File: src/rtl/flsh_pkg.sv
// Shared types and default parameters for the flasher time-sharing scheduler.
//   flsh_state_e : scheduler state (IDLE, CLEAR, RUN)
//   *_DEF        : default lamp width, slice length and handover reset length
package flsh_pkg;

    typedef enum logic [1:0] {
        IDLE  = 2'd0,
        CLEAR = 2'd1,
        RUN   = 2'd2
    } flsh_state_e;

    localparam int unsigned MX_LP_DEF   = 16;
    localparam int unsigned SLICE_DEF   = 64;
    localparam int unsigned CLR_CYC_DEF = 2;

endpackage

File: src/rtl/rr_pick.sv
// Combinational round-robin picker.
//   req   : request vector
//   ptr   : highest-priority index; search runs upward from here and wraps
//   mask  : eligibility mask applied to req
//   pick  : one-hot winner (all zero when nothing eligible)
//   valid : a winner exists
module rr_pick #(
    parameter int unsigned NREQ = 4,
    parameter int unsigned PW   = $clog2(NREQ)
) (
    input  logic [NREQ-1:0] req,
    input  logic [PW-1:0]   ptr,
    input  logic [NREQ-1:0] mask,
    output logic [NREQ-1:0] pick,
    output logic            valid
);

    logic [NREQ-1:0] cand;
    int unsigned     idx;
    logic [PW-1:0]   sel;

    always_comb begin
        cand  = req & mask;
        pick  = '0;
        valid = 1'b0;
        idx   = 0;
        sel   = '0;
        for (int unsigned k = 0; k < NREQ; k++) begin
            idx = 32'(ptr) + k;
            if (idx >= NREQ) begin
                idx = idx - NREQ;
            end
            sel = PW'(idx);
            if (!valid && cand[sel]) begin
                pick[sel] = 1'b1;
                valid     = 1'b1;
            end
        end
    end

endmodule

File: src/rtl/flash_scheduler.sv
// Time-shares one bound_flasher lamp bank between NREQ requesters.
// A round-robin grant owns the bank for at least SLICE RUN cycles; every handover holds
// the flasher in reset for CLR_CYC cycles before the new owner's flick is routed through.
//   clk, rst   : clock, synchronous active-high reset
//   req        : level request per requester
//   rel        : early-release pulse (owner's bit only)
//   flick_in   : per-requester flick
//   lamp_in    : lamp word from the flasher
//   gnt        : registered one-hot owner, 0 in IDLE
//   fl_rst_n   : registered flasher reset, high only in RUN
//   fl_flick   : owner's flick in RUN, else 0
//   lamp_out   : lamp_in in RUN, else 0
//   busy       : state != IDLE
module flash_scheduler
    import flsh_pkg::*;
#(
    parameter int unsigned NREQ    = 4,
    parameter int unsigned SLICE   = SLICE_DEF,
    parameter int unsigned CLR_CYC = CLR_CYC_DEF,
    parameter int unsigned MX_LP   = MX_LP_DEF
) (
    input  logic             clk,
    input  logic             rst,
    input  logic [NREQ-1:0]  req,
    input  logic [NREQ-1:0]  rel,
    input  logic [NREQ-1:0]  flick_in,
    input  logic [MX_LP-1:0] lamp_in,
    output logic [NREQ-1:0]  gnt,
    output logic             fl_rst_n,
    output logic             fl_flick,
    output logic [MX_LP-1:0] lamp_out,
    output logic             busy
);

    localparam int unsigned CNT_W = $clog2(SLICE + 1);
    localparam int unsigned PTR_W = $clog2(NREQ);
    localparam int unsigned CLR_W = $clog2(CLR_CYC + 1);

    flsh_state_e      state_q, state_d;
    logic [NREQ-1:0]  gnt_q, gnt_d;
    logic [PTR_W-1:0] owner_q, owner_d;
    logic [PTR_W-1:0] ptr_q, ptr_d;
    logic [CNT_W-1:0] cnt_q, cnt_d;
    logic [CLR_W-1:0] clr_q, clr_d;
    logic             fl_rst_n_q, fl_rst_n_d;

    logic             owner_req;
    logic             owner_rel;
    logic             others;
    logic             expire;
    logic             handover;
    logic [PTR_W-1:0] ptr_next;
    logic [PTR_W-1:0] pick_ptr;
    logic [NREQ-1:0]  pick_mask;
    logic [NREQ-1:0]  pick;
    logic             pick_valid;
    logic [PTR_W-1:0] pick_idx;

    assign owner_req = req[owner_q];
    assign owner_rel = rel[owner_q];
    assign others    = |(req & ~gnt_q);
    assign expire    = (cnt_q == CNT_W'(SLICE)) && others;
    assign handover  = (state_q == RUN) && (!owner_req || owner_rel || expire);
    assign ptr_next  = (32'(owner_q) == NREQ - 1) ? '0 : owner_q + 1'b1;

    // At handover the search starts past the owner, so a re-requesting owner ranks last;
    // on a pure expiry it is masked out entirely since someone else is known to be waiting.
    assign pick_ptr  = (state_q == RUN) ? ptr_next : ptr_q;
    assign pick_mask = ((state_q == RUN) && expire) ? ~gnt_q : '1;

    rr_pick #(
        .NREQ (NREQ),
        .PW   (PTR_W)
    ) u_rr_pick (
        .req   (req),
        .ptr   (pick_ptr),
        .mask  (pick_mask),
        .pick  (pick),
        .valid (pick_valid)
    );

    always_comb begin
        pick_idx = '0;
        for (int unsigned i = 0; i < NREQ; i++) begin
            if (pick[i]) begin
                pick_idx = PTR_W'(i);
            end
        end
    end

    // State register
    always_ff @(posedge clk) begin
        if (rst) begin
            state_q    <= IDLE;
            gnt_q      <= '0;
            owner_q    <= '0;
            ptr_q      <= '0;
            cnt_q      <= '0;
            clr_q      <= '0;
            fl_rst_n_q <= 1'b0;
        end else begin
            state_q    <= state_d;
            gnt_q      <= gnt_d;
            owner_q    <= owner_d;
            ptr_q      <= ptr_d;
            cnt_q      <= cnt_d;
            clr_q      <= clr_d;
            fl_rst_n_q <= fl_rst_n_d;
        end
    end

    // Next-state logic
    always_comb begin
        state_d = state_q;
        gnt_d   = gnt_q;
        owner_d = owner_q;
        ptr_d   = ptr_q;
        cnt_d   = cnt_q;
        clr_d   = clr_q;
        unique case (state_q)
            IDLE: begin
                if (pick_valid) begin
                    gnt_d   = pick;
                    owner_d = pick_idx;
                    clr_d   = '0;
                    state_d = CLEAR;
                end
            end
            CLEAR: begin
                if (!owner_req) begin
                    gnt_d   = '0;
                    ptr_d   = ptr_next;
                    state_d = IDLE;
                end else if (clr_q == CLR_W'(CLR_CYC - 1)) begin
                    cnt_d   = '0;
                    state_d = RUN;
                end else begin
                    clr_d = clr_q + 1'b1;
                end
            end
            RUN: begin
                if (handover) begin
                    ptr_d = ptr_next;
                    cnt_d = '0;
                    if (pick_valid) begin
                        gnt_d   = pick;
                        owner_d = pick_idx;
                        clr_d   = '0;
                        state_d = CLEAR;
                    end else begin
                        gnt_d   = '0;
                        state_d = IDLE;
                    end
                end else if (cnt_q != CNT_W'(SLICE)) begin
                    cnt_d = cnt_q + 1'b1;
                end
            end
            default: begin
                gnt_d   = '0;
                state_d = IDLE;
            end
        endcase
        fl_rst_n_d = (state_d == RUN);
    end

    // Outputs
    always_comb begin
        gnt      = gnt_q;
        fl_rst_n = fl_rst_n_q;
        busy     = (state_q != IDLE) && !rst;
        fl_flick = 1'b0;
        lamp_out = '0;
        if ((state_q == RUN) && !rst) begin
            fl_flick = flick_in[owner_q];
            lamp_out = lamp_in;
        end
    end

endmodule

File: config.mk
export PLATFORM = sky130hd
export DESIGN_NAME = flash_scheduler
export DESIGN_NICKNAME = d
export VERILOG_FILES = /design/src/rtl/flsh_pkg.sv /design/src/rtl/rr_pick.sv /design/src/rtl/flash_scheduler.sv
export SDC_FILE = /design/constraint.sdc
export NUM_CORES = 1
export LEC_CHECK = 0
export CELL_PAD_IN_SITES_DETAIL_PLACEMENT = 1
export CELL_PAD_IN_SITES_GLOBAL_PLACEMENT = 2
export CORE_ASPECT_RATIO = 1.4
export CORE_MARGIN = 4
export CORE_UTILIZATION = 28
export CTS_BUF_LIST = sky130_fd_sc_hd__clkbuf_8
export CTS_CLUSTER_SIZE = 20
export DETAILED_ROUTE_END_ITERATION = 8
export GPL_TIMING_DRIVEN = 0
export PLACE_DENSITY_LB_ADDON = 0.1
export SLEW_MARGIN = 15
export SYNTH_ARGS = -nofsm -noshare
export SYNTH_HDL_FRONTEND = slang
export SYNTH_SLANG_ARGS = --single-unit
File: constraint.sdc
create_clock -name clk -period 3 [get_ports clk]
set_input_delay 0.6 -clock clk [delete_from_list [all_inputs] [get_ports clk]]
set_output_delay 0.6 -clock clk [all_outputs]
set_load 0.02 [all_outputs]
* Word level (Yosys, flattened, before mapping) *
Cells that the tools add are included.

storage, ports and cells
  bits in registers = 20
  input bits = 30
  output and inout bits = 23
  word-level logic and storage cells = 149

operators by class
  $add $sub $neg = 10
  order comparisons = 13
  eq/ne operators = 14
  muxes and demuxes = 69
  bitwise logic cells = 6
  reductions and logical operators = 30

operators by type and width
  kind                                                         count
  two-way mux 2 bit                                            20
  two-way mux 4 bit                                            9
  two-way mux 7 bit                                            4
  two-way mux 1 bit                                            18
  two-way mux 16 bit                                           1
  less-than comparator 2 x 3 -> 1 bit (second input constant)  5
  binary-select mux 1 bit (select 2 bit)                       7
  one-hot mux 7 bit (2 select lines)                           1
  logical AND 1 bit                                            12
  != test 2 bit (second input constant)                        6
  OR 4 bit                                                     3
  one-hot mux 2 bit (3 select lines)                           2
  one-hot mux 4 bit (3 select lines)                           1
  >= comparator 3 bit (second input constant)                  3
  AND 4 bit                                                    2
  demux 1 bit (select 2 bit)                                   4
  >= comparator 2 x 1 -> 1 bit (second input constant)         4
  one-hot mux 2 bit (2 select lines)                           2
  AND reduction 4 bit                                          2
  subtractor 2 x 1 -> 2 bit (second input constant)            4
  adder 7 x 1 -> 7 bit (second input constant)                 1
  == test 7 bit (second input constant)                        1
  != test 7 bit (second input constant)                        1
  adder 2 x 2 -> 3 bit (second input constant)                 2
  15 further kinds                                             27

* Longest topological paths before layout *
Gate-level depths: netlist of run 1.

  depth after elaboration = 25
  mapped depth = 12
  depth with buffers taken out = 10

* Hierarchy *
Synthesis of run 1 repeated with hierarchy kept, for this count alone.

second synthesis, totals
  cell total of the unflattened synthesis = 212
  area total of the unflattened synthesis = 1721.7 µm²

modules (own cells, without submodules)
  module           times used  cells each  area an instance (µm²)  seq. area each (µm²)
  flash_scheduler  1           166         1322.5                  400.4
  rr_pick          1           46          399.1                   0.0

* Worst setup path before layout of run 1 *
No wires, ideal clock.

  path type = input to register
  from = input req[1]
  to = register owner_q[0]
  setup time = 115 ps
  arrival = 2686 ps
  data required time = 2885 ps
  path slack = 199 ps
  stages on the path = 8
  buffers on the path = 0
  cells stage by stage = nor2b_4 a2111oi_4 o31ai_2 or3b_1 a211o_1 and2_4 o221a_1 o21a_1

on the way
  longest elaborated chain between the ends = 24
  elaborated cells on any way between the ends = 45
  classes of those cells = eq/ne: 1; mux: 25; bitwise: 5; reduce/logical: 14

ends and longest elaborated chain
  element                                  line                                            RTL
  from (decl)                              flash_scheduler.sv:24                           input logic [NREQ-1:0] req,
  AND 4 bit                                flash_scheduler.sv:61                           assign others = |(req & ~gnt_q);
  OR reduction 4 bit                       flash_scheduler.sv:61
  logical AND 1 bit                        flash_scheduler.sv:62                           assign expire = (cnt_q == CNT_W'(SLICE)) && others;
  logical AND 1 bit                        flash_scheduler.sv:69                           assign pick_mask = ((state_q == RUN) && expire) ? ~gnt_q : '1;
  two-way mux 4 bit                        flash_scheduler.sv:69
  AND 4 bit                                rr_pick.sv:23                                   cand = req & mask;
  binary-select mux 1 bit (select 2 bit)   rr_pick.sv:34                                   if (!valid && cand[sel]) begin
  two-way mux 1 bit (implied by the code)  rr_pick.sv:34
  [... 7 more ...]                         --
  logical NOT 1 bit                        rr_pick.sv:34
  logical AND 1 bit                        rr_pick.sv:34
  two-way mux 4 bit                        rr_pick.sv:34
  two-way mux 1 bit                        flash_scheduler.sv:85                           if (pick[i]) begin
  two-way mux 2 bit (2 in a row)           flash_scheduler.sv:85
  two-way mux 2 bit                        flash_scheduler.sv:122, flash_scheduler.sv:145
  two-way mux 2 bit                        flash_scheduler.sv:142                          if (handover) begin
  one-hot mux 2 bit (2 select lines)       flash_scheduler.sv:120                          unique case (state_q)
  to (signal assigned)                     flash_scheduler.sv:104                          owner_q <= owner_d;
  to (decl)                                flash_scheduler.sv:41                           logic [PTR_W-1:0] owner_q, owner_d;

Several ways; a longest one is shown, not always the timed one. The select of a mux whose other input is x is not followed.
A chain may end at the register's enable or synchronous reset.

* Worst setup path after layout of run 1 *
  from = input req[2]
  to = register owner_q[0]

Same word-level chain as after synthesis.

==> results of run 1 <==
[critical path, delay by kind of cell]
family | cells | cell delay (ns)
multiplexers | 1 | 0.59
buffers and inverters | 2 | 0.52
AND/OR/NAND/NOR | 2 | 0.51
AO/OA/AOI/OAI | 5 | 0.85
[area by class of cell]
type                    count  area [µm²]  area share
inverters                  15        56.3      0.0228
clock buffers               3        41.3      0.0167
well taps                  70        87.6      0.0354
plain buffers               5        30.0      0.0121
repair buffers             59         571       0.231
flip-flops and latches     20         403       0.163
multi-input cells         159        1280       0.519
[cells in the final DEF, fill, tap and decap left out, types with 3 or more instances in the layout]
cell and n:
dfxtp_1 18, and2_1 18, o21a_1 3, nor2_1 20, buf_4 7, clkbuf_8 3
clkdlybuf4s50_1 47, inv_1 14, or3_1 5, o31ai_2 3, dlygate4sd2_1 4, nand2_1 12
mux4_2 4, xor2_1 3, o2111ai_1 5, a2bb2oi_2 3, a2bb2oi_1 3, o211ai_1 3
ha_1 11, a21oi_1 13, o21ai_0 7
[power groups by stage]
stage	registers [W]	clock network (W)	logic, W
2_1_floorplan	0.000328	0	0.000268
3_3_place_gp	0.000326	0	0.000416
3_5_place_dp	0.000326	0	0.000416
4_1_cts	0.000320	0.000184	0.000441
5_1_grt	0.000324	0.000194	0.000502
6_report	0.000320	0.000173	0.000459
[kinds of logic (layout without fill, tap and decap cells)]
| group | after synthesis | count (layout) | share of synthesized area |
|---|---|---|---|
| buffers and inverters | 20 | 82 | 0.0493 |
| and+or+nand+nor | 78 | 78 | 0.265 |
| xor gates and xnor gates | 4 | 4 | 0.0206 |
| adders and majority gates | 11 | 11 | 0.0809 |
| AOI/OAI and AO/OA | 59 | 59 | 0.277 |
| DFF | 20 | 20 | 0.235 |
| muxes | 7 | 7 | 0.0713 |
[metal layers]
layer / up-vias / GRT usage
met1: 824 / 0.174
met5: - / 0
met4: 0 / 0.0418
li1: 853 / -
met2: 14 / 0.277
met3: 9 / 0.0150
[path summary, 6_finish.rpt]
| path | startpoint | endpoint | slack, ns |
|---|---|---|---|
| max | req[2] | owner_q[0]$_SDFFE_PP0P_ | 0.08 |
| min | ptr_q[0]$_SDFFE_PP0P_ | ptr_q[0]$_SDFFE_PP0P_ | 0.45 |
| max reg2reg | state_q[0]$_SDFF_PP0_ | owner_q[0]$_SDFFE_PP0P_ | 0.13 |
| min reg2reg | ptr_q[0]$_SDFFE_PP0P_ | ptr_q[0]$_SDFFE_PP0P_ | 0.45 |
[sequential cells by signal (all words and copies together) (netlist names)]
register	count
state_q	2
cnt_q	7
owner_q	2
ptr_q	2
fl_rst_n	1
clr_q	2
gnt	4
[timing repair]
| action | in CTS | in global routing |
|---|---|---|
| gates cloned | 0 | 0 |
| gates resized for setup | 12 | 11 |
| pin swaps | 3 | 5 |
| buffers inserted | 7 | 0 |
| endpoints found under the setup margin | 16 | 6 |
[metrics by stage]
| stage | TNS (ns) | worst slack, ns | area (µm²) |
|---|---|---|---|
| 2_1_floorplan | 0 | 0.199 | 1700 |
| 3_3_place_gp | -6.29 | -0.565 | 2310 |
| 3_5_place_dp | -6.61 | -0.573 | 2310 |
| 4_1_cts | 0 | 0.0287 | 2430 |
| 5_1_grt | -0.0388 | -0.0388 | 2470 |
| 6_report | 0 | 0.0783 | 2470 |
==> summary.md, run 1 <==
| Metric | Value |
|---|---|
| Clk root buf | `clkbuf_8` |
| Largest area contributor in the netlist | `dfxtp_1` |
| FFs w/ async S/R, synth | `0` |
| I/O pins | `53` |
| Synth Register Bits | `20` |
| Hold Path Cell Cnt | `2` |
| Critical path peak fanout | `7` |
| Most used flip-flop cell after synthesis | `dfxtp_1` |
| Outcome | `finished clean` |
| Met2 WL | `between 3 and 4 mm` |
| Vias per cell | `5.14` |
| Final nets | `304` |
| WS Path Type | `in -> reg` |
| Net Sw Frac | `0.369` |
| Yosys warns | `0` |
| CTS sink cnt | `20` |
| Placer Congestion | `between 0.7 and 0.8` |
| Placed Cells | `321` |
| Sw power | `around 0.00035 W` |
| Worst hold margin | `0.455 ns` |
| Initial antenna violation count | `0` |
| Tmin final | `a little under 3 ns` |
| Die width | `around 74 µm` |
| CTS clock-pin slew for the worst setup and hold paths | `0.07 ns` |
| Clock share of power | `0.182` |
| Worst path slowest cell | `mux4_2` |
| CTS tree | `built` |
| Drc violations | `0` |
| R2r worst-path depth | `9` |
| Cell Chain, Critical Path | `dlygate4sd2_1, nor2b_2, a2111oi_4, buf_4, o31ai_4, mux4_2, o2111ai_1, a2bb2oi_2, or3_1, o21a_1` |
| Internal power | `around 0.00060 W` |
| Synth area leaders | `dfxtp_1 24%, ha_1 8.1%, and2_1 6.6%` |
| Vias in the first global route | `1730` |
| Core area | `5860 µm²` |
| CTS Buf Count | `3` |
| LEAKAGE | `0.926 nW` |
| Die Y-Extent | `100 µm` |
| Vias | `1700` |
| Synth cell count leaders | `21 x nor2_1, 20 x dfxtp_1, 18 x and2_1, 14 x inv_1` |
| Pwr per Cell Area | `385 nW/µm²` |
| Clock skew | `around 0.0022 ns` |
| Final setup viols | `0` |
| Total Power | `~0.00095 W` |
| Port buffer count | `52` |
| Pin count of the biggest net entering global routing | `14` |
| Post-cts hold buffer count | `0` |
| Met3 wire len | `56 µm` |
| CP Launch Type | `input port` |
| Area of the die | `7410 µm²` |
| Per-cell routed wire length | `16.4 µm` |
| Mean Syn Cell Area | `8.55 µm²` |
| Hold Vio Cnt, Final | `0` |
| Final WL | `5.44 mm` |
| Clk buf depth | `2` |
| Period utilization | `0.974` |
| Fmax | `0.342 GHz` |
| Mapped Area | `1700 µm²` |
| Maximum vdd drop | `0.233 mV` |
| Hold crit path type | `reg -> reg` |
| Fill cells | `695` |
| Worst-Skew Late Latency | `0.25 ns` |
| Layout area overhead | `45.3%` |
| Met1 wire length | `around 2.2 mm` |
| Number of synthesized flops with an enable pin | `0` |
| Post-synth net total | `240` |
| Initial Util | `0.290` |
| CP required | `3.15 ns` |
| Largest stage delay on the critical path | `between 0.5 and 0.6 ns` |
| DRT iter0 DRCs | `~50` |
| Layout cell share with drive strength beyond 1 | `0.169` |
| Max Cap Viol | `0` |
| Seq pwr share | `0.336` |
| Comb power frac | `0.482` |
| CP Data Arrival Time | `3.07 ns` |
| Antenna diode count | `0` |
| Library cells used by synthesis | `51` |
| DRT antenna net count | `0` |
| First-pass GRT wire length | `8.74 mm` |
| Share of the synthesized area in the top cell type | `0.235` |
| Overflow after GRT | `0` |
| Hpwl dp | `4.47 mm` |
| Worst-margin pin slew | `~0.48 ns` |
| Final Instance Count excl. Fillers | `approximately 330` |
| First-pass iteration count of the detailed router | `4` |
| CP Capture Type | `register` |
| # rows | `33` |
| Sequential area share after synthesis | `0.235` |
| Gr usage total | `0.149` |
| Top Layer Used | `met4` |
| Post-synthesis cell count | `roughly 200` |
| Slew Viols, Final | `0` |
| Most common cell in the netlist | `nor2_1` |
| H-tree depth | `1` |
| Fin util | `0.422` |
| Slew HR | `0.678` |
(Power assumes the default switching activity.)
==> run 2, diff against run 1 <==
PLACE_DENSITY = 0.79   (was default)
PLACE_DENSITY_LB_ADDON = default   (was 0.1)
==> summary.md, run 2 (synthesis results as in run 1) <==
| Metric | Value |
|---|---|
| Outcome | `finished clean (unchanged)` |
| Top reg by flops | `cnt_q (unchanged)` |
| First-pass iteration count of the detailed router | `4 (unchanged)` |
| Maximum vdd drop | `0.296 mV (was 0.233 mV)` |
| Overflow after GRT | `0 (unchanged)` |
| Port buffer count | `52 (unchanged)` |
| CTS Buf Count | `3 (unchanged)` |
| Initial Util | `0.290 (unchanged)` |
| Final WL | `5.57 mm (was 5.44 mm)` |
| Most frequent cells in the layout | `47 x clkdlybuf4s50_1, 20 x nor2_1, 18 x and2_1, 18 x dfxtp_1 (was 47 x clkdlybuf4s50_1, 20 x nor2_1, 18 x and2_1, 18 x dfxtp_1, 14 x inv_1)` |
| Worst-Skew Late Latency | `0.26 ns (was 0.25 ns)` |
| Tmin final | `2.91 ns (was 2.92 ns)` |
| Vias per cell | `5.23 (was 5.14)` |
| Layout area overhead | `47.3% (was 45.3%)` |
| Final setup viols | `0 (unchanged)` |
| Core area | `5860 µm² (unchanged)` |
| CP Data Arrival Time | `3.06 ns (was 3.07 ns)` |
| Critical path peak fanout | `7 (unchanged)` |
| Dpl ws | `-0.617 ns (was -0.573 ns)` |
| Antenna diode count | `0 (unchanged)` |
| Placer Congestion | `0.790 (was 0.780)` |
| Area of the die | `7410 µm² (unchanged)` |
| CTS clock-pin slew for the worst setup and hold paths | `0.07 ns (about the same)` |
| Final nets | `304 (unchanged)` |
| Commonest non-fill, non-tap cell in the layout | `clkdlybuf4s50_1 (unchanged)` |
| Internal power | `0.000691 W (was 0.000601 W)` |
| CTS sink cnt | `20 (unchanged)` |
| Max reg flops | `7 (unchanged)` |
| Slew HR | `0.677 (was 0.678)` |
| Pwr per Cell Area | `421 nW/µm² (was 385 nW/µm²)` |
| CTS tree | `built (unchanged)` |
| Sw power | `0.000363 W (was 0.000352 W)` |
| Gr usage total | `0.154 (was 0.149)` |
| Net Sw Frac | `0.345 (was 0.369)` |
| Fmax | `0.344 GHz (was 0.342 GHz)` |
| Layout cell share with drive strength beyond 1 | `0.179 (was 0.169)` |
| I/O pins | `53 (unchanged)` |
| Initial antenna violation count | `0 (unchanged)` |
| Worst-margin pin slew | `0.482 ns (was 0.481 ns)` |
| # rows | `33 (unchanged)` |
| Per-cell routed wire length | `16.8 µm (was 16.4 µm)` |
| Clock skew | `0.0104 ns (was 0.00217 ns)` |
| Period utilization | `0.968 (was 0.974)` |
| LEAKAGE | `0.948 nW (was 0.926 nW)` |
| CP Capture Type | `register (unchanged)` |
| Clk root buf | `clkbuf_8 (unchanged)` |
| Worst path slowest cell | `mux4_2 (unchanged)` |
| Clock share of power | `0.259 (was 0.182)` |
| Max Cap Viol | `0 (unchanged)` |
| H-tree depth | `1 (unchanged)` |
| Seq pwr share | `0.303 (was 0.336)` |
| Hold Vio Cnt, Final | `0 (unchanged)` |
| DRT antenna net count | `0 (unchanged)` |
| Clk buf depth | `2 (unchanged)` |
| Comb power frac | `0.438 (was 0.482)` |
| CP required | `3.15 ns (about the same)` |
| Die Y-Extent | `100 µm (unchanged)` |
| Drc violations | `0 (unchanged)` |
| Fill cells | `709 (was 695)` |
| Vias in the first global route | `1778 (was 1730)` |
| Unrepaired setup endpoints after global routing | `yes` |
| Fin worst setup slack | `0.0946 ns (was 0.0783 ns)` |
| Vias | `1738 (was 1700)` |
| Largest stage delay on the critical path | `0.61 ns (was 0.59 ns)` |
| DRT iter0 DRCs | `63 (was 51)` |
| CP Launch Type | `input port (unchanged)` |
| Slew Viols, Final | `0 (unchanged)` |
| Post-cts hold buffer count | `0 (unchanged)` |
| First-pass GRT wire length | `9.00 mm (was 8.74 mm)` |
| Hpwl dp | `4.48 mm (was 4.47 mm)` |
| Hold crit path type | `reg -> reg (unchanged)` |
| WS Path Type | `in -> reg (unchanged)` |
| Die width | `73.9 µm (unchanged)` |
| R2r setup slk | `0.15 ns (was 0.13 ns)` |
| Cell Chain, Critical Path | `dlygate4sd2_1, nor2b_4, a2111oi_4, buf_4, o31ai_4, mux4_2, o2111ai_2, a2bb2oi_2, or3_1, o21a_1 (was dlygate4sd2_1, nor2b_2, a2111oi_4, buf_4, o31ai_4, mux4_2, o2111ai_1, a2bb2oi_2, or3_1, o21a_1)` |
| Worst hold margin | `0.466 ns (was 0.455 ns)` |
| Pin count of the biggest net entering global routing | `14 (unchanged)` |
[run 2: routing by layer]
layer | up-vias | GRT usage | wire length, µm
met5 | - | 0 | 0
met3 | 11 | 0.0110 | 116
met2 | 31 | 0.281 | 3080
li1 | 855 | - | -
met1 | 841 | 0.188 | 2260
met4 | 0 | 0.0418 | 104
[run 2: area by class of cell]
cell class,instances,area [µm²],area share
Tap cell,70,87.6,0.0349
Buffer,5,33.8,0.0135
Sequential cell,20,403,0.161
Multi-Input combinational cell,159,1280,0.512
Clock buffer,3,41.3,0.0165
Timing Repair Buffer,59,571,0.228
Clock inverter,1,30.0,0.0120
Inverter,15,56.3,0.0225
[run 2: worst max-delay path, delay by kind of cell]
family | cells | cell delay, ns
buffers and inverters | 2 | 0.50
multiplexers | 1 | 0.61
AO/OA/AOI/OAI | 5 | 0.87
AND/OR/NAND/NOR | 2 | 0.47
[run 2: power by group through the flow]
stage               clock network (W)  logic [W]  registers, W
global route                 0.000293   0.000506      0.000324
floorplan                           0   0.000268      0.000328
CTS                          0.000280   0.000439      0.000319
global placement                    0   0.000416      0.000323
finish                       0.000273   0.000462      0.000319
detailed placement                  0   0.000416      0.000323
[run 2: final timing paths]
kind / start / end / cells past startpoint
setup / recovery: req[1] / owner_q[0]$_SDFFE_PP0P_ / 10
hold / removal: ptr_q[0]$_SDFFE_PP0P_ / ptr_q[0]$_SDFFE_PP0P_ / 2
setup reg to reg: state_q[0]$_SDFF_PP0_ / owner_q[0]$_SDFFE_PP0P_ / 10
hold reg to reg: ptr_q[0]$_SDFFE_PP0P_ / ptr_q[0]$_SDFFE_PP0P_ / 2
[run 2: stage by stage]
stage | std cells | power, W | utilization | setup TNS, ns | instance area (µm²)
2_1_floorplan | 199 | 0.000596 | - | 0 | 1700
3_3_place_gp | 321 | 0.000739 | 0.394 | -6.63 | 2310
3_5_place_dp | 321 | 0.000739 | 0.394 | -6.39 | 2310
4_1_cts | 329 | 0.00104 | 0.416 | -0.484 | 2440
5_1_grt | 332 | 0.00112 | 0.427 | -0.0481 | 2510
6_report | 332 | 0.00105 | 0.427 | 0 | 2510
[run 2: timing repair]
item	in CTS	in global routing
pin swaps	2	2
gates cloned	0	0
buffers inserted	4	3
endpoints found under the setup margin	17	17
resized for setup	11	15
